[src/rtl/uart_arb_pkg.sv]
// Shared types and constants for the UART transmit arbiter.
package uart_arb_pkg;

    localparam int UART_BYTE_W       = 8;
    localparam int MAX_REQ           = 8;
    localparam int DEF_START_TIMEOUT = 8;

    typedef enum logic [1:0] {
        IDLE       = 2'd0,
        LAUNCH     = 2'd1,
        WAIT_START = 2'd2,
        WAIT_DONE  = 2'd3
    } arb_state_t;

endpackage

[src/rtl/rr_pick.sv]
// Combinational round-robin picker: first set request at or after (rr_ptr + 1) mod NUM_REQ.
module rr_pick #(
    parameter  int NUM_REQ = 4,
    localparam int IDX_W   = $clog2(NUM_REQ)
) (
    input  logic [NUM_REQ-1:0] req,
    input  logic [IDX_W-1:0]   rr_ptr,
    output logic               valid,
    output logic [IDX_W-1:0]   index
);

    // cand[k] is the requester at priority rank k (rank 0 = just after the last winner).
    logic [IDX_W-1:0] cand [NUM_REQ];

    for (genvar gi = 0; gi < NUM_REQ; gi++) begin : g_cand
        assign cand[gi] = IDX_W'((int'(rr_ptr) + gi + 1) % NUM_REQ);
    end

    // Scan from lowest priority up so the highest-priority match is written last.
    always_comb begin
        valid = 1'b0;
        index = '0;
        for (int k = NUM_REQ - 1; k >= 0; k--) begin
            if (req[cand[k]]) begin
                valid = 1'b1;
                index = cand[k];
            end
        end
    end

endmodule

[src/rtl/uart_tx_arbiter.sv]
// Round-robin arbiter sharing one UART sender among NUM_REQ byte producers.
// Defining UART_TX_ARB_LOCK_EN adds req_last and keeps a requester granted until its packet ends.
module uart_tx_arbiter
    import uart_arb_pkg::*;
#(
    parameter  int NUM_REQ       = 4,
    parameter  int START_TIMEOUT = DEF_START_TIMEOUT,
    localparam int IDX_W         = $clog2(NUM_REQ),
    localparam int CNT_W         = $clog2(START_TIMEOUT + 1)
) (
    input  logic                           CLK,
    input  logic                           Reset,
    input  logic [NUM_REQ-1:0]             req,
    input  logic [UART_BYTE_W*NUM_REQ-1:0] req_data,
`ifdef UART_TX_ARB_LOCK_EN
    input  logic [NUM_REQ-1:0]             req_last,
`endif
    output logic [NUM_REQ-1:0]             ack,
    output logic                           tx_en,
    output logic [UART_BYTE_W-1:0]         tx_data,
    input  logic                           tx_status,
    output logic [IDX_W-1:0]               grant_id,
    output logic                           busy,
    output logic                           err_timeout
);

    arb_state_t             state_reg;
    logic [IDX_W-1:0]       rr_ptr_reg;
    logic [IDX_W-1:0]       grant_id_reg;
    logic [UART_BYTE_W-1:0] tx_data_reg;
    logic [NUM_REQ-1:0]     ack_reg;
    logic                   tx_en_reg;
    logic                   err_reg;
    logic [CNT_W-1:0]       cnt_reg;
    logic [CNT_W-1:0]       cnt_next;

    logic [UART_BYTE_W-1:0] req_byte [NUM_REQ];
    logic [NUM_REQ-1:0]     cand_req;
    logic                   pick_valid;
    logic [IDX_W-1:0]       pick_idx;

    for (genvar gi = 0; gi < NUM_REQ; gi++) begin : g_unpack
        assign req_byte[gi] = req_data[UART_BYTE_W*gi +: UART_BYTE_W];
    end

`ifdef UART_TX_ARB_LOCK_EN
    logic               lock_reg;
    logic [NUM_REQ-1:0] lock_mask;

    // While locked and the owner still requests, hide everyone else from the picker.
    // rr_ptr equals the owner, so the picker wraps straight back to it.
    assign lock_mask = NUM_REQ'(1) << grant_id_reg;
    assign cand_req  = (lock_reg && req[grant_id_reg]) ? (req & lock_mask) : req;
`else
    assign cand_req  = req;
`endif

    rr_pick #(
        .NUM_REQ (NUM_REQ)
    ) u_rr_pick (
        .req    (cand_req),
        .rr_ptr (rr_ptr_reg),
        .valid  (pick_valid),
        .index  (pick_idx)
    );

    assign cnt_next = cnt_reg + CNT_W'(1);

    always_ff @(posedge CLK) begin
        if (Reset) begin
            state_reg    <= IDLE;
            rr_ptr_reg   <= IDX_W'(NUM_REQ - 1);
            grant_id_reg <= '0;
            tx_data_reg  <= '0;
            ack_reg      <= '0;
            tx_en_reg    <= 1'b0;
            err_reg      <= 1'b0;
            cnt_reg      <= '0;
`ifdef UART_TX_ARB_LOCK_EN
            lock_reg     <= 1'b0;
`endif
        end else begin
            ack_reg   <= '0;
            tx_en_reg <= 1'b0;
            err_reg   <= 1'b0;

            case (state_reg)
                IDLE: begin
`ifdef UART_TX_ARB_LOCK_EN
                    if (lock_reg && !req[grant_id_reg]) begin
                        lock_reg <= 1'b0;
                    end
`endif
                    // A sender still busy (e.g. frame begun before reset) blocks any grant.
                    if (tx_status && pick_valid) begin
                        tx_data_reg  <= req_byte[pick_idx];
                        grant_id_reg <= pick_idx;
                        rr_ptr_reg   <= pick_idx;
                        ack_reg      <= NUM_REQ'(1) << pick_idx;
                        tx_en_reg    <= 1'b1;
                        state_reg    <= LAUNCH;
`ifdef UART_TX_ARB_LOCK_EN
                        lock_reg     <= !req_last[pick_idx];
`endif
                    end
                end

                LAUNCH: begin
                    cnt_reg   <= '0;
                    state_reg <= WAIT_START;
                end

                WAIT_START: begin
                    if (!tx_status) begin
                        state_reg <= WAIT_DONE;
                    end else begin
                        cnt_reg <= cnt_next;
                        // Abort is registered as the counter reaches START_TIMEOUT-1, so
                        // err_timeout lands START_TIMEOUT cycles after the tx_en pulse.
                        if (cnt_next == CNT_W'(START_TIMEOUT - 1)) begin
                            err_reg   <= 1'b1;
                            state_reg <= IDLE;
`ifdef UART_TX_ARB_LOCK_EN
                            lock_reg  <= 1'b0;
`endif
                        end
                    end
                end

                WAIT_DONE: begin
                    if (tx_status) begin
                        state_reg <= IDLE;
                    end
                end

                default: begin
                    state_reg <= IDLE;
                end
            endcase
        end
    end

    assign ack         = ack_reg;
    assign tx_en       = tx_en_reg;
    assign tx_data     = tx_data_reg;
    assign grant_id    = grant_id_reg;
    assign busy        = (state_reg != IDLE);
    assign err_timeout = err_reg;

endmodule

[config.mk]
export PLATFORM = sky130hd
export DESIGN_NAME = uart_tx_arbiter
export DESIGN_NICKNAME = d
export VERILOG_FILES = /design/src/rtl/uart_arb_pkg.sv /design/src/rtl/rr_pick.sv /design/src/rtl/uart_tx_arbiter.sv
export SDC_FILE = /design/constraint.sdc
export NUM_CORES = 1
export LEC_CHECK = 0
export BUFFER_PORTS_ARGS = -buffer_cell sky130_fd_sc_hd__buf_4
export CAP_MARGIN = 15
export CORE_ASPECT_RATIO = 1.75
export CORE_MARGIN = 4
export CORE_UTILIZATION = 50
export CTS_CLUSTER_DIAMETER = 150
export DETAILED_ROUTE_END_ITERATION = 16
export PLACE_DENSITY = 0.91
export REMOVE_ABC_BUFFERS = 1
export SLEW_MARGIN = 20
export SYNTH_ARGS = -nofsm -noshare
export SYNTH_HDL_FRONTEND = slang
export SYNTH_HIERARCHICAL = 1
export SYNTH_SLANG_ARGS = --single-unit
export TNS_END_PERCENT = 20
[constraint.sdc]
create_clock -name CLK -period 3.95 [get_ports CLK]
set_input_delay 0.395 -clock CLK [delete_from_list [all_inputs] [get_ports CLK]]
set_output_delay 0.395 -clock CLK [all_outputs]
set_load 0.02 [all_outputs]
* After elaboration in Yosys (flattened, before gate mapping)
Cells that the tools add are included.
** Storage, ports and cells
- Bits in read-only memories :: 0
- RAM bits :: 0
- Input bits :: 39
- Latch bits :: 0
- Output and inout port bits :: 17
- Flip-flop bits (word level) :: 24
- Memories kept :: 0
** Cells by class
- $add $sub $neg :: 7
- Shift operators :: 1
- Reductions and logical operators :: 10
- Eq/ne operators :: 8
- Div/mod/pow operators :: 0
- $mul :: 0
- Muxes and demuxes :: 28
- $lt $le $gt $ge :: 5
- Bitwise operators :: 5
** Operators by type and width (count)
- binary-select mux 8 bit (select 2 bit) :: 1
- 2-to-1 mux 2 bit :: 8
- 2-to-1 mux 8 bit :: 2
- less-than comparator 2 x 3 -> 1 bit, second input constant :: 4
- adder 2 bit, second input constant :: 5
- 2-to-1 mux 1 bit :: 10
- binary-select mux 1 bit (select 2 bit) :: 4
- one-hot mux 2 bit (4 select lines) :: 1
- one-hot mux 4 bit (2 select lines) :: 1
- != test 2 bit, second input constant :: 3
- OR reduction 3 bit :: 2
- adder 4 x 1 -> 4 bit, second input constant :: 1
- == test 2 bit, second input constant :: 2
- == test 4 x 3 -> 1 bit, second input constant :: 1
- 2-to-1 mux 4 bit :: 1
- inverter 1 bit :: 4
- AND reduction 2 bit :: 2
- nonzero test 2 bit :: 2
- left shift 1 x 2 -> 4 bit, first input constant :: 1
- greater-or-equal comparator 3 bit, second input constant :: 1
- != test 3 bit, second input constant :: 1
- inverter 2 -> 3 bit :: 1
- AND reduction 3 bit :: 1
- adder 2 x 1 -> 2 bit, second input constant :: 1
- 4 further kinds :: 4

* Depth between registers and ports, before layout
Gate-level depths: netlist of the first run.
- Depth in word-level cells :: 12
- Depth in mapped cells :: 7
- Depth with buffers taken out :: 6

* By module
Netlist of the first run, hierarchy kept.
** Modules (own cells, without submodules)
- uart_tx_arbiter :: cells each 125, area each 1203.7 um^2, times used 1, sequential area each 480.5 um^2
- rr_pick :: cells each 14, area each 83.8 um^2, times used 1, sequential area each 0.0 um^2

* Worst setup path before layout of the first run
Ideal clock, no wire load.
- Kind :: in2reg
- From :: in req[2]
- To :: reg tx_data_reg[2] (netlist: tx_data[2])
- Cell stages on the path :: 5
- Path slack :: 2.005 ns
- Arrival time :: 1.809 ns
- Library setup time :: 0.136 ns
- Path through :: o311ai_1 -> buf_6 -> mux4_2 -> nand2_1 -> a21oi_2
** On the way
- Cells in the longest elaborated chain, start to end :: 10
- Elaborated cells on any way between the ends :: 22
- Classes of those cells :: 19 x mux; 1 x bitwise; 2 x reduce/logical
** Ends and longest elaborated chain
- start, declared :: RTL line uart_tx_arbiter.sv:13 : input logic [NUM_REQ-1:0] req,
- binary-select mux 1 bit (select 2 bit) :: RTL line rr_pick.sv:24 : if (req[cand[k]]) begin
- 2-to-1 mux 1 bit (implied by the code) :: RTL line rr_pick.sv:24
- 2-to-1 mux 2 bit (4 in series) :: RTL line rr_pick.sv:24
- inverter 2 -> 3 bit (implied by the code) :: RTL line uart_tx_arbiter.sv:96 : tx_data_reg <= req_byte[pick_idx];
- binary-select mux 8 bit (select 2 bit) :: RTL line uart_tx_arbiter.sv:96
- 2-to-1 mux 8 bit (implied by the code) (2 in series) :: RTL line uart_tx_arbiter.sv:96
- end signal, assigned :: RTL line uart_tx_arbiter.sv:96
- end, declared :: RTL line uart_tx_arbiter.sv:30 : logic [UART_BYTE_W-1:0] tx_data_reg;
Several ways; a longest one is shown, not always the timed one. The select of a mux whose other input is x is not followed.
A chain may end at the register's enable or synchronous reset.

* Worst setup path after layout of the first run
- From :: reg rr_ptr_reg[0]
- To :: reg tx_data_reg[6] (netlist: tx_data[6])
** On the way
- Cells in the longest elaborated chain, start to end :: 12
- Elaborated cells on any way between the ends :: 28
- Classes of those cells :: 6 x add/sub; 19 x mux; 1 x bitwise; 2 x reduce/logical
** Ends and longest elaborated chain
- start, declared :: RTL line uart_tx_arbiter.sv:28 : logic [IDX_W-1:0] rr_ptr_reg;
- start signal, assigned :: RTL line uart_tx_arbiter.sv:72 : rr_ptr_reg <= IDX_W'(NUM_REQ - 1);
- start signal, assigned :: RTL line uart_tx_arbiter.sv:98 : rr_ptr_reg <= pick_idx;
- adder 2 bit (2 in series) :: RTL line rr_pick.sv:16 : assign cand[gi] = IDX_W'((int'(rr_ptr) + gi + 1) % NUM_REQ);
- binary-select mux 1 bit (select 2 bit) :: RTL line rr_pick.sv:24
- 2-to-1 mux 1 bit (implied by the code) :: RTL line rr_pick.sv:24
- 2-to-1 mux 2 bit (3 in series) :: RTL line rr_pick.sv:24
- 2-to-1 mux 2 bit (*) :: RTL line rr_pick.sv:24
- named net pick_idx[1] :: RTL line uart_tx_arbiter.sv:40 : logic [IDX_W-1:0] pick_idx;
- inverter 2 -> 3 bit (implied by the code) (*) :: RTL line uart_tx_arbiter.sv:96
- binary-select mux 8 bit (select 2 bit) (*) :: RTL line uart_tx_arbiter.sv:96
- 2-to-1 mux 8 bit (implied by the code) (*) (2 in series) :: RTL line uart_tx_arbiter.sv:96
Mark *: on every way through the listed nets, which the timed path passes. The rest lies on a longest branch. The select of a mux whose other input is x is not followed.

==> flow_summary.html, run 1 <==
<table>
<tr><th>Metric</th><th>Value</th></tr>
<tr><th colspan="2">STA</th></tr>
<tr><td>Clock skew after layout</td><td>0.005854 ns</td></tr>
<tr><td>Minimum clock period after layout</td><td>2.055 ns</td></tr>
<tr><td>Setup repair after global routing missed its margin</td><td>no</td></tr>
<tr><td>Ratio of final minimum period to clock period</td><td>52.02%</td></tr>
<tr><td>Setup-violating endpoint count in the final report</td><td>0</td></tr>
<tr><td>Final-layout setup total negative slack</td><td>0 ns</td></tr>
<tr><td>Final slew viol count</td><td>0</td></tr>
<tr><td>Final-report hold violation count</td><td>0</td></tr>
<tr><td>Worst-Margin Slew</td><td>0.9138 ns</td></tr>
<tr><td>Worst slew margin relative to its limit</td><td>38.85%</td></tr>
<tr><td>F_max</td><td>486.6 MHz</td></tr>
<tr><th colspan="2">Pwr</th></tr>
<tr><td>Static power due to leakage</td><td>0.0007622 µW</td></tr>
<tr><td>Worst vdd rail ir drop</td><td>0.2362 mV</td></tr>
<tr><td>Total power</td><td>664.5 µW</td></tr>
<tr><td>Power per cell area</td><td>378.8 mW/mm²</td></tr>
<tr><th colspan="2">Place</th></tr>
<tr><td>Port Buf Inserts</td><td>55</td></tr>
<tr><td>Total placed cells including tap cells</td><td>211</td></tr>
<tr><td>HPWL after detailed placement</td><td>2.561 mm</td></tr>
<tr><td>Placer's final routability congestion estimate</td><td>0.7769</td></tr>
<tr><th colspan="2">Route</th></tr>
<tr><td>Total Wirelength</td><td>3.205 mm</td></tr>
<tr><td>WL per Instance</td><td>14.91 µm</td></tr>
<tr><td>Final routed DRC violation total</td><td>0</td></tr>
<tr><td>Detailed router's first-iteration violation count</td><td>19</td></tr>
<tr><td>Via total after detailed routing</td><td>1244</td></tr>
<tr><td>Count of nets left with antenna violations after detail routing</td><td>0</td></tr>
<tr><td>Number of iterations in the first detailed-routing pass</td><td>4</td></tr>
<tr><td>Drt via density</td><td>5.786</td></tr>
<tr><th colspan="2">Synth</th></tr>
<tr><td>Number of cells produced by synthesis</td><td>139</td></tr>
<tr><td>Syn Area/Cell</td><td>9.262 µm²</td></tr>
<tr><td>Distinct cells, synth</td><td>41</td></tr>
<tr><td>Proportion of register bits with asynchronous set or reset after synthesis</td><td>0%</td></tr>
<tr><td>Synthesis-stage register bit count</td><td>24</td></tr>
<tr><td>Most instantiated flip-flop cell in the synthesis netlist</td><td>dfxtp_1</td></tr>
<tr><td>EDFF count, synth</td><td>0</td></tr>
<tr><td>Count of synthesis-stage warnings from yosys</td><td>6</td></tr>
<tr><td>Post-synthesis cell area</td><td>0.001287 mm²</td></tr>
<tr><td>Sequential area share after synthesis</td><td>37.32%</td></tr>
<tr><th colspan="2">Flow run</th></tr>
<tr><td>Number of max-capacitance violations reported</td><td>0</td></tr>
<tr><th colspan="2">Worst hold path</th></tr>
<tr><td>Worst Hold Class</td><td>in -&gt; reg</td></tr>
<tr><th colspan="2">Clock network</th></tr>
<tr><td>TritonCTS Buffers</td><td>3</td></tr>
<tr><td>H-tree levels</td><td>1</td></tr>
<tr><td>Number of setup buffers added after CTS</td><td>0</td></tr>
<tr><td>Post-cts gate resize count</td><td>0</td></tr>
<tr><td>Root buf cell</td><td>clkbuf_8</td></tr>
<tr><td>Clock transition at the registers of the reported paths</td><td>0.09 ns</td></tr>
<tr><td>Clock net sink count</td><td>24</td></tr>
<tr><td>Number of hold buffers added after cts</td><td>0</td></tr>
<tr><td>CTS tree</td><td>built</td></tr>
<tr><td>Maximum root-to-sink buffer count</td><td>2</td></tr>
<tr><td>Worst skew pair latency</td><td>0.27 ns</td></tr>
<tr><th colspan="2">Finish</th></tr>
<tr><td>Number of diodes</td><td>0</td></tr>
<tr><td>Nets@finish</td><td>231</td></tr>
<tr><td>Share of final-layout standard cells stronger than drive strength 1</td><td>39.68%</td></tr>
<tr><td>Syn-to-layout area delta</td><td>36.25%</td></tr>
<tr><td>Flip-flop count of the largest register, all copies and words added</td><td>8</td></tr>
<tr><td>Number of non-filler instances in the completed layout</td><td>215</td></tr>
<tr><th colspan="2">Critical path</th></tr>
<tr><td>Critical Path Start Type</td><td>flip-flop</td></tr>
<tr><td>Category of cells accounting for the largest share of critical-path delay</td><td>simple AND/OR/NAND/NOR gates</td></tr>
<tr><td>Req. time, crit path</td><td>4.10 ns</td></tr>
<tr><td>Endpoint class of the critical path</td><td>flip-flop</td></tr>
<tr><td>Most used cell along the critical path</td><td>nor2_1</td></tr>
<tr><td>Ordered cell list for the critical path</td><td>and2b_4, nor2_1, nor2_1, mux4_2, nand2_1, a21oi_2</td></tr>
<tr><td>Max Fanout on Critical Path</td><td>13</td></tr>
<tr><td>Data arrival time at the worst-slack endpoint</td><td>2.21 ns</td></tr>
<tr><td>Startpoint-to-endpoint class of the critical path</td><td>reg -&gt; reg</td></tr>
<tr><td>Crit path max-delay cell type</td><td>nor2_1</td></tr>
<tr><td>CP max stage delay</td><td>0.71 ns</td></tr>
<tr><td>Sum of buffers and inverters on the critical path</td><td>0</td></tr>
<tr><th colspan="2">Die</th></tr>
<tr><td>Height of the die</td><td>75.13 µm</td></tr>
<tr><td>Floorplan die area</td><td>0.003483 mm²</td></tr>
<tr><td>Placeable core region</td><td>0.002492 mm²</td></tr>
<tr><td>Row count</td><td>24</td></tr>
<tr><td>Chip width</td><td>46.36 µm</td></tr>
<tr><td>Total I/O pin count</td><td>56</td></tr>
<tr><td>Effective utilization at floorplan</td><td>51.66%</td></tr>
<tr><th colspan="2">Global route</th></tr>
<tr><td>Via count of the first global-routing pass</td><td>1253</td></tr>
<tr><td>Total Routing Usage GR</td><td>19.73%</td></tr>
<tr><td>Largest net degree at the start of global routing</td><td>23</td></tr>
<tr><td>Wire length of the first global-routing pass</td><td>5.099 mm</td></tr>
<tr><td>Final global-route overflow total</td><td>0</td></tr>
<tr><td>Number of antenna violations at the first check in global routing</td><td>0</td></tr>
<tr><th colspan="2">Status</th></tr>
<tr><td>Run status</td><td>finished clean</td></tr>
</table>
[where the power goes]
part           leakage (µW)  switching [µW]  internal [µW]  total (µW)
clock             0.0000357            78.6            136         214
combinational      0.000530            83.2           91.2         174
sequential         0.000196            16.6            259         276
[layout by cell type (no fill, tap or decap), types with 2 or more instances in the layout]
cell | synthesis | final
ha_1 | 2 | 2
nand2b_1 | 3 | 3
nor2b_1 | 4 | 4
a21oi_1 | 12 | 12
mux4_1 | 3 | 3
nand2_1 | 26 | 26
clkbuf_8 | 0 | 3
dfxtp_1 | 24 | 24
buf_4 | 2 | 56
o21ai_0 | 3 | 3
a22o_1 | 2 | 2
a21oi_2 | 5 | 5
mux4_2 | 5 | 5
and3_1 | 2 | 2
nor2_1 | 11 | 11
inv_1 | 4 | 4
[cells in the mapped netlist, types with 2 or more instances]
cell       n  area share (%)
a22o_1     2             1.4
buf_2      4             1.6
nand2b_1   3             1.5
clkbuf_1   2            0.58
mux4_1     3             6.1
mux4_2     5             8.7
ha_1       2             1.9
dfxtp_1   24              37
inv_1      4             1.2
a21oi_1   12             4.7
buf_4      2             1.2
o21ai_0    3             1.2
nor2b_1    4             1.9
nand2_1   26             7.6
a21oi_2    5             3.4
buf_6      2             1.7
nor2_1    11             3.2
and3_1     2            0.97
[metrics by stage]
stage / hold WS, ns / setup slack, ns / util, % / area (µm²)
2_1_floorplan: 0.4355 / 1.281 / - / 1222
3_3_place_gp: 0.4516 / 1.889 / 67.52 / 1683
3_5_place_dp: 0.4543 / 1.794 / 67.52 / 1683
4_1_cts: 0.4477 / 1.901 / 70.38 / 1754
5_1_grt: 0.4663 / 1.793 / 70.38 / 1754
6_report: 0.4517 / 1.895 / 70.38 / 1754
[cell type report]
cell class | instances | area (µm²)
repair buffers | 56 | 420.4
well taps | 26 | 32.53
clock inverters | 1 | 30.03
inverters | 4 | 15.01
clock buffers | 3 | 41.29
fillers | 197 | 738.2
flip-flops and latches | 24 | 480.5
multi-input cells | 101 | 734.5
[kinds of logic after synthesis]
| kind of cell | Yosys count | synth area share, % |
|---|---|---|
| DFF | 24 | 37.32 |
| AOI/OAI and AO/OA | 33 | 17.30 |
| muxes | 8 | 14.87 |
| adders and majority gates | 2 | 1.943 |
| and+or+nand+nor | 58 | 22.35 |
| buffers and inverters | 14 | 6.219 |
[worst register-to-register path: cells and delay by family, from the launching register on]
kind	cells	cell delay, ns
flops	1	0.34
compound gates	1	0.06
simple gates	4	1.13
mux	1	0.42
[final timing paths]
path | from | endpoint | slack, ns | cells after the start
max | rr_ptr_reg[0]$_SDFFE_PP1P_ | tx_data[6]$_SDFFE_PP0P_ | 1.90 | 6
min | tx_status | err_timeout$_SDFF_PP0_ | 0.45 | 3
max reg2reg | rr_ptr_reg[0]$_SDFFE_PP1P_ | tx_data[6]$_SDFFE_PP0P_ | 1.90 | 6
min reg2reg | grant_id[0]$_SDFFE_PP0P_ | grant_id[0]$_SDFFE_PP0P_ | 0.47 | 2
[routing by layer]
| layer | vias up | part of all wire [%] | global-route usage [%] | routed length, µm |
|---|---|---|---|---|
| met5 | - | 0 | 0 | 0 |
| met4 | 0 | 1.3 | 9.810 | 42 |
| met3 | 4 | 7.0 | 3.828 | 225 |
| met2 | 54 | 56 | 36.04 | 1800 |
| met1 | 592 | 35 | 20.24 | 1137 |
| li1 | 594 | - | - | - |
(Power assumes the default switching activity.)
==> inputs of run 2 (changes only) <==
Settings changed: CORE_UTILIZATION 50 to 46, PLACE_DENSITY 0.91 to 0.85.
Clock period 3.95 ns to 1.9 ns, I/O delays scaled along.
==> flow_summary.html, run 2 (synthesis gave the netlist of run 1 again) <==
<table>
<tr><th>Metric</th><th>Value</th></tr>
<tr><th colspan="2">Status</th></tr>
<tr><td>Run status</td><td>finished clean (unchanged)</td></tr>
<tr><th colspan="2">Route</th></tr>
<tr><td>Number of iterations in the first detailed-routing pass</td><td>4 (unchanged)</td></tr>
<tr><td>Count of nets left with antenna violations after detail routing</td><td>0 (unchanged)</td></tr>
<tr><td>Drt via density</td><td>5.628 (was 5.786)</td></tr>
<tr><td>WL per Instance</td><td>14.56 µm (was 14.91 µm)</td></tr>
<tr><td>Via total after detailed routing</td><td>1227 (was 1244)</td></tr>
<tr><td>Detailed router's first-iteration violation count</td><td>30 (was 19)</td></tr>
<tr><td>Total Wirelength</td><td>3.174 mm (was 3.205 mm)</td></tr>
<tr><td>Final routed DRC violation total</td><td>0 (unchanged)</td></tr>
<tr><th colspan="2">STA</th></tr>
<tr><td>Worst-Margin Slew</td><td>0.4399 ns (was 0.9138 ns)</td></tr>
<tr><td>Ratio of final minimum period to clock period</td><td>93.96% (was 52.02%)</td></tr>
<tr><td>Final-report hold violation count</td><td>0 (unchanged)</td></tr>
<tr><td>Clock skew after layout</td><td>0.002320 ns (was 0.005854 ns)</td></tr>
<tr><td>Setup repair after global routing missed its margin</td><td>no (unchanged)</td></tr>
<tr><td>Minimum clock period after layout</td><td>1.785 ns (was 2.055 ns)</td></tr>
<tr><td>Worst hold slack across all endpoints</td><td>0.2485 ns (was 0.4517 ns)</td></tr>
<tr><td>F_max</td><td>560.1 MHz (was 486.6 MHz)</td></tr>
<tr><td>Worst Slack Setup Final</td><td>0.1147 ns (was 1.895 ns)</td></tr>
<tr><td>Setup-violating endpoint count in the final report</td><td>0 (unchanged)</td></tr>
<tr><td>Final slew viol count</td><td>0 (unchanged)</td></tr>
<tr><td>Worst slew margin relative to its limit</td><td>70.63% (was 38.85%)</td></tr>
<tr><th colspan="2">Global route</th></tr>
<tr><td>Final global-route overflow total</td><td>0 (unchanged)</td></tr>
<tr><td>Number of antenna violations at the first check in global routing</td><td>0 (unchanged)</td></tr>
<tr><td>Largest net degree at the start of global routing</td><td>23 (unchanged)</td></tr>
<tr><td>Wire length of the first global-routing pass</td><td>5.230 mm (was 5.099 mm)</td></tr>
<tr><td>Total Routing Usage GR</td><td>18.79% (was 19.73%)</td></tr>
<tr><td>Via count of the first global-routing pass</td><td>1272 (was 1253)</td></tr>
<tr><th colspan="2">Clock network</th></tr>
<tr><td>Worst skew pair latency</td><td>0.26 ns (was 0.27 ns)</td></tr>
<tr><td>Maximum root-to-sink buffer count</td><td>2 (unchanged)</td></tr>
<tr><td>Clock transition at the registers of the reported paths</td><td>0.08 ns (was 0.09 ns)</td></tr>
<tr><td>Post-cts gate resize count</td><td>0 (unchanged)</td></tr>
<tr><td>H-tree levels</td><td>1 (unchanged)</td></tr>
<tr><td>Number of setup buffers added after CTS</td><td>0 (unchanged)</td></tr>
<tr><td>CTS tree</td><td>built (unchanged)</td></tr>
<tr><td>Clock net sink count</td><td>24 (unchanged)</td></tr>
<tr><td>Root buf cell</td><td>clkbuf_8 (unchanged)</td></tr>
<tr><td>Number of hold buffers added after cts</td><td>0 (unchanged)</td></tr>
<tr><td>TritonCTS Buffers</td><td>3 (unchanged)</td></tr>
<tr><th colspan="2">Finish</th></tr>
<tr><td>Most common cell after layout, fill and taps aside</td><td>buf_4 (unchanged)</td></tr>
<tr><td>Leading cell types in the layout, fill and taps excluded</td><td>buf_4, nand2_1, dfxtp_1, a21oi_1, nor2_1 (unchanged)</td></tr>
<tr><td>Syn-to-layout area delta</td><td>37.22% (was 36.25%)</td></tr>
<tr><td>Final non-filler cell area</td><td>0.001767 mm² (was 0.001754 mm²)</td></tr>
<tr><td>Flip-flop count of the largest register, all copies and words added</td><td>8 (unchanged)</td></tr>
<tr><td>Nets@finish</td><td>233 (was 231)</td></tr>
<tr><td>Number of non-filler instances in the completed layout</td><td>218 (was 215)</td></tr>
<tr><td>Share of final-layout standard cells stronger than drive strength 1</td><td>40.31% (was 39.68%)</td></tr>
<tr><td>Number of diodes</td><td>0 (unchanged)</td></tr>
<tr><th colspan="2">Place</th></tr>
<tr><td>Port Buf Inserts</td><td>55 (unchanged)</td></tr>
<tr><td>Total placed cells including tap cells</td><td>214 (was 211)</td></tr>
<tr><td>Placed inst area</td><td>0.001712 mm² (was 0.001683 mm²)</td></tr>
<tr><td>HPWL after detailed placement</td><td>2.544 mm (was 2.561 mm)</td></tr>
<tr><td>Placer's final routability congestion estimate</td><td>0.7297 (was 0.7769)</td></tr>
<tr><td>Pre-CTS setup slack</td><td>0.1169 ns (was 1.794 ns)</td></tr>
<tr><th colspan="2">Critical path</th></tr>
<tr><td>Max Fanout on Critical Path</td><td>13 (unchanged)</td></tr>
<tr><td>Critical Path Start Type</td><td>flip-flop (unchanged)</td></tr>
<tr><td>Data arrival time at the worst-slack endpoint</td><td>1.93 ns (was 2.21 ns)</td></tr>
<tr><td>Req. time, crit path</td><td>2.04 ns (was 4.10 ns)</td></tr>
<tr><td>Endpoint class of the critical path</td><td>flip-flop (unchanged)</td></tr>
<tr><td>Startpoint-to-endpoint class of the critical path</td><td>reg -&gt; reg (unchanged)</td></tr>
<tr><th colspan="2">Worst hold path</th></tr>
<tr><td>Worst Hold Class</td><td>in -&gt; reg (unchanged)</td></tr>
<tr><th colspan="2">Die</th></tr>
<tr><td>Row count</td><td>25 (was 24)</td></tr>
<tr><td>Placeable core region</td><td>0.002690 mm² (was 0.002492 mm²)</td></tr>
<tr><td>Height of the die</td><td>77.99 µm (was 75.13 µm)</td></tr>
<tr><td>Chip width</td><td>47.99 µm (was 46.36 µm)</td></tr>
<tr><td>Total I/O pin count</td><td>56 (unchanged)</td></tr>
<tr><td>Floorplan die area</td><td>0.003743 mm² (was 0.003483 mm²)</td></tr>
<tr><td>Effective utilization at floorplan</td><td>47.86% (was 51.66%)</td></tr>
<tr><th colspan="2">Pwr</th></tr>
<tr><td>Static power due to leakage</td><td>0.0007692 µW (was 0.0007622 µW)</td></tr>
<tr><td>Worst vdd rail ir drop</td><td>0.4254 mV (was 0.2362 mV)</td></tr>
<tr><td>Power per cell area</td><td>729.3 mW/mm² (was 378.8 mW/mm²)</td></tr>
<tr><td>Total power</td><td>1289 µW (was 664.5 µW)</td></tr>
<tr><th colspan="2">Flow run</th></tr>
<tr><td>Number of max-capacitance violations reported</td><td>0 (unchanged)</td></tr>
</table>
==> run 2: changes by cell type in the layout (fill, tap and decap cells not counted), sizes merged <==
cell / previous run / this run
clkbuf: 3 / 4
bufinv: 1 / 0
buf: 56 / 58
==> run 2: metrics by stage <==
stage                     TNS, ns  util, %
after floorplan            -4.371        -
after detailed placement        0    63.63
after global placement          0    63.63
after CTS                       0    65.67
after global routing            0    65.67
final                           0    65.67
==> run 2: worst paths after layout <==
path	depth (start not counted)	endpoint	startpoint	slack [ns]
max reg2reg	7	tx_data[7]$_SDFFE_PP0P_	rr_ptr_reg[0]$_SDFFE_PP1P_	0.11
min	3	err_timeout$_SDFF_PP0_	tx_status	0.25
max	7	tx_data[7]$_SDFFE_PP0P_	rr_ptr_reg[0]$_SDFFE_PP1P_	0.11
min reg2reg	2	grant_id[1]$_SDFFE_PP0P_	grant_id[1]$_SDFFE_PP0P_	0.47
==> run 2: final cells by class <==
cell class / instances / area [µm²]
multi-input combinational: 101 / 734.5
sequential: 24 / 480.5
inverter: 4 / 15.01
timing repair buffer: 58 / 447.9
clock buffer: 4 / 55.05
fill: 214 / 923.4
tap: 27 / 33.78
==> run 2: worst max-delay path, stage by stage, from the launching register on <==
cell and delay, ns:
dfxtp_1 0.32, nand2b_1 0.17, a21o_1 0.17, o311ai_2 0.10
buf_12 0.20, mux4_1 0.56, nand2_1 0.09, a21oi_1 0.06
==> run 2: power by group <==
group	leakage, µW	switching (µW)	total (µW)	internal [µW]
registers	0.000196	32.3	571	539
clock network	0.0000288	151	335	185
logic	0.000544	178	382	204
total	0.000769	361	1290	928
==> run 2: layer usage <==
layer	vias to the layer above	GRT usage (%)	routed length [µm]
met5	-	0	0
met4	0	7.817	120
met3	13	3.480	170
met2	46	33.55	1844
met1	570	19.62	1039
li1	598	-	-
==> inputs of run 3 (changes only) <==
Settings changed: MAX_ROUTING_LAYER from default to met4.
==> flow_summary.html, run 3 (synthesis gave the netlist of run 1 again) <==
<table>
<tr><th>Metric</th><th>Value</th></tr>
<tr><th colspan="2">Pwr</th></tr>
<tr><td>Static power due to leakage</td><td>0.0007692 µW (unchanged)</td></tr>
<tr><td>Worst vdd rail ir drop</td><td>0.4271 mV (was 0.4254 mV)</td></tr>
<tr><td>Power per cell area</td><td>730.2 mW/mm² (was 729.3 mW/mm²)</td></tr>
<tr><th colspan="2">Route</th></tr>
<tr><td>Total Wirelength</td><td>3.180 mm (was 3.174 mm)</td></tr>
<tr><td>Drt via density</td><td>5.615 (was 5.628)</td></tr>
<tr><td>Via total after detailed routing</td><td>1224 (was 1227)</td></tr>
<tr><td>WL per Instance</td><td>14.59 µm (was 14.56 µm)</td></tr>
<tr><td>Number of iterations in the first detailed-routing pass</td><td>4 (unchanged)</td></tr>
<tr><td>Final routed DRC violation total</td><td>0 (unchanged)</td></tr>
<tr><td>Detailed router's first-iteration violation count</td><td>27 (was 30)</td></tr>
<tr><td>Count of nets left with antenna violations after detail routing</td><td>0 (unchanged)</td></tr>
<tr><th colspan="2">Clock network</th></tr>
<tr><td>Number of hold buffers added after cts</td><td>0 (unchanged)</td></tr>
<tr><td>TritonCTS Buffers</td><td>3 (unchanged)</td></tr>
<tr><td>CTS tree</td><td>built (unchanged)</td></tr>
<tr><td>Clock transition at the registers of the reported paths</td><td>0.08 ns (about the same)</td></tr>
<tr><td>Root buf cell</td><td>clkbuf_8 (unchanged)</td></tr>
<tr><td>Number of setup buffers added after CTS</td><td>0 (unchanged)</td></tr>
<tr><td>H-tree levels</td><td>1 (unchanged)</td></tr>
<tr><td>Clock net sink count</td><td>24 (unchanged)</td></tr>
<tr><td>Post-cts gate resize count</td><td>0 (unchanged)</td></tr>
<tr><td>Worst skew pair latency</td><td>0.26 ns (about the same)</td></tr>
<tr><td>Maximum root-to-sink buffer count</td><td>2 (unchanged)</td></tr>
<tr><th colspan="2">STA</th></tr>
<tr><td>Ratio of final minimum period to clock period</td><td>93.63% (was 93.96%)</td></tr>
<tr><td>Worst Slack Setup Final</td><td>0.1210 ns (was 0.1147 ns)</td></tr>
<tr><td>Worst slew margin relative to its limit</td><td>70.36% (was 70.63%)</td></tr>
<tr><td>Setup-violating endpoint count in the final report</td><td>0 (unchanged)</td></tr>
<tr><td>Final-report hold violation count</td><td>0 (unchanged)</td></tr>
<tr><td>Setup repair after global routing missed its margin</td><td>no (unchanged)</td></tr>
<tr><td>Clock skew after layout</td><td>0.002803 ns (was 0.002320 ns)</td></tr>
<tr><td>Final slew viol count</td><td>0 (unchanged)</td></tr>
<tr><td>Minimum clock period after layout</td><td>1.779 ns (was 1.785 ns)</td></tr>
<tr><td>F_max</td><td>562.1 MHz (was 560.1 MHz)</td></tr>
<tr><td>Worst-Margin Slew</td><td>0.4440 ns (was 0.4399 ns)</td></tr>
<tr><th colspan="2">Place</th></tr>
<tr><td>Pre-CTS setup slack</td><td>0.1169 ns (unchanged)</td></tr>
<tr><td>Port Buf Inserts</td><td>55 (unchanged)</td></tr>
<tr><td>Placer's final routability congestion estimate</td><td>0.7385 (was 0.7297)</td></tr>
<tr><td>Placed inst area</td><td>0.001712 mm² (unchanged)</td></tr>
<tr><td>HPWL after detailed placement</td><td>2.544 mm (unchanged)</td></tr>
<tr><th colspan="2">Finish</th></tr>
<tr><td>Area of the multi-input gates</td><td>734.5 µm² (unchanged)</td></tr>
<tr><td>Leading cell types in the layout, fill and taps excluded</td><td>buf_4, nand2_1, dfxtp_1, a21oi_1, nor2_1 (unchanged)</td></tr>
<tr><td>Flip-flop count of the largest register, all copies and words added</td><td>8 (unchanged)</td></tr>
<tr><td>Total area of sequential cells</td><td>480.5 µm² (unchanged)</td></tr>
<tr><td>Most common cell after layout, fill and taps aside</td><td>buf_4 (unchanged)</td></tr>
<tr><td>Nets@finish</td><td>233 (unchanged)</td></tr>
<tr><td>Number of diodes</td><td>0 (unchanged)</td></tr>
<tr><td>Syn-to-layout area delta</td><td>37.22% (unchanged)</td></tr>
<tr><td>Final non-filler cell area</td><td>0.001767 mm² (unchanged)</td></tr>
<tr><td>Fill cell instance count of the final layout</td><td>214 (unchanged)</td></tr>
<tr><td>Share of final-layout standard cells stronger than drive strength 1</td><td>40.31% (unchanged)</td></tr>
<tr><th colspan="2">Die</th></tr>
<tr><td>Total I/O pin count</td><td>56 (unchanged)</td></tr>
<tr><td>Chip width</td><td>47.99 µm (unchanged)</td></tr>
<tr><td>Effective utilization at floorplan</td><td>47.86% (unchanged)</td></tr>
<tr><td>Height of the die</td><td>77.99 µm (unchanged)</td></tr>
<tr><td>Row count</td><td>25 (unchanged)</td></tr>
<tr><td>Floorplan die area</td><td>0.003743 mm² (unchanged)</td></tr>
<tr><td>Placeable core region</td><td>0.002690 mm² (unchanged)</td></tr>
<tr><th colspan="2">Worst hold path</th></tr>
<tr><td>Worst Hold Class</td><td>in -&gt; reg (unchanged)</td></tr>
<tr><td>Worst hold path startpoint</td><td>tx_status (unchanged)</td></tr>
<tr><td>Hold path depth</td><td>3 (unchanged)</td></tr>
<tr><td>Worst-case hold path end point</td><td>err_timeout$_SDFF_PP0_ (unchanged)</td></tr>
<tr><th colspan="2">Global route</th></tr>
<tr><td>Via count of the first global-routing pass</td><td>1268 (was 1272)</td></tr>
<tr><td>Wire length of the first global-routing pass</td><td>5.223 mm (was 5.230 mm)</td></tr>
<tr><td>Final global-route overflow total</td><td>0 (unchanged)</td></tr>
<tr><td>Largest net degree at the start of global routing</td><td>23 (unchanged)</td></tr>
<tr><td>Total Routing Usage GR</td><td>19.25% (was 18.79%)</td></tr>
<tr><td>Number of antenna violations at the first check in global routing</td><td>0 (unchanged)</td></tr>
<tr><th colspan="2">Critical path</th></tr>
<tr><td>Ordered cell list for the critical path</td><td>nand2b_1, a21o_1, o311ai_2, buf_12, mux4_1, nand2_1, a21oi_1 (unchanged)</td></tr>
<tr><td>Max Fanout on Critical Path</td><td>13 (unchanged)</td></tr>
<tr><td>Reg2reg end</td><td>tx_data[7]$_SDFFE_PP0P_ (unchanged)</td></tr>
<tr><td>CP max stage delay</td><td>0.56 ns (about the same)</td></tr>
<tr><td>Crit path max-delay cell type</td><td>mux4_1 (unchanged)</td></tr>
<tr><td>Req. time, crit path</td><td>2.04 ns (about the same)</td></tr>
<tr><td>Number of cell instances on the worst register-to-register path</td><td>7 (unchanged)</td></tr>
<tr><td>Critical Path Start Type</td><td>flip-flop (unchanged)</td></tr>
<tr><td>Data arrival time at the worst-slack endpoint</td><td>1.92 ns (was 1.93 ns)</td></tr>
<tr><td>Setup slack on the worst flop-to-flop path</td><td>0.12 ns (was 0.11 ns)</td></tr>
<tr><td>Startpoint-to-endpoint class of the critical path</td><td>reg -&gt; reg (unchanged)</td></tr>
<tr><td>Endpoint class of the critical path</td><td>flip-flop (unchanged)</td></tr>
<tr><td>Worst flop-to-flop path startpoint</td><td>rr_ptr_reg[0]$_SDFFE_PP1P_ (unchanged)</td></tr>
<tr><th colspan="2">Status</th></tr>
<tr><td>Run status</td><td>finished clean (unchanged)</td></tr>
<tr><th colspan="2">Flow run</th></tr>
<tr><td>Number of max-capacitance violations reported</td><td>0 (unchanged)</td></tr>
</table>
[run 3: stage by stage]
| stage | util [%] | power, µW | cells | setup TNS [ns] | hold slack, ns |
|---|---|---|---|---|---|
| 4_1_cts | 65.67 | 1300 | 218 | 0 | 0.2439 |
| 5_1_grt | 65.67 | 1347 | 218 | 0 | 0.2784 |
| 3_3_place_gp | 63.63 | 951.4 | 214 | 0 | 0.4444 |
| 6_report | 65.67 | 1290 | 218 | 0 | 0.2481 |
| 3_5_place_dp | 63.63 | 967.4 | 214 | 0 | 0.4528 |
| 2_1_floorplan | - | 785.8 | 129 | -4.371 | 0.2524 |
[run 3: where the power goes]
group | switching, µW | internal, µW
clock network | 152 | 185
registers | 32.3 | 539
logic | 178 | 204
total | 362 | 928
[run 3: area by class of cell]
class                   instances  area share, %
flip-flops and latches         24          27.20
repair buffers                 58          25.35
well taps                      27          1.912
clock buffers                   4          3.116
inverters                       4         0.8499
multi-input cells             101          41.57
[run 3: how the worst max path moves through the flow]
stage / startpoint / to / cells after the start
6_report: rr_ptr_reg[0]$_SDFFE_PP1P_ / tx_data[7]$_SDFFE_PP0P_ / 7
5_1_grt: rr_ptr_reg[0]$_SDFFE_PP1P_ / tx_data[7]$_SDFFE_PP0P_ / 7
4_1_cts: rr_ptr_reg[0]$_SDFFE_PP1P_ / tx_data[7]$_SDFFE_PP0P_ / 7
3_5_place_dp: req[2] / tx_data[7]$_SDFFE_PP0P_ / 8
3_3_place_gp: req[2] / tx_data[0]$_SDFFE_PP0P_ / 8
2_1_floorplan: req[2] / tx_data[0]$_SDFFE_PP0P_ / 4
[run 3: worst max-delay path, delay by kind of cell (launching register included)]
family / cells / cell delay [ns]
AOI/OAI and AO/OA: 3 / 0.33
buffers and inverters: 1 / 0.20
DFF: 1 / 0.32
muxes: 1 / 0.56
and+or+nand+nor: 2 / 0.25
[run 3: per-layer routing]
layer  global-route usage (%)  up-vias  share of wire, %
li1                         -      598                 -
met1                    20.06      568                34
met2                    33.55       45                58
met3                    2.784       13               4.6
met4                    7.817        0               3.6
met5                        -        -                 0
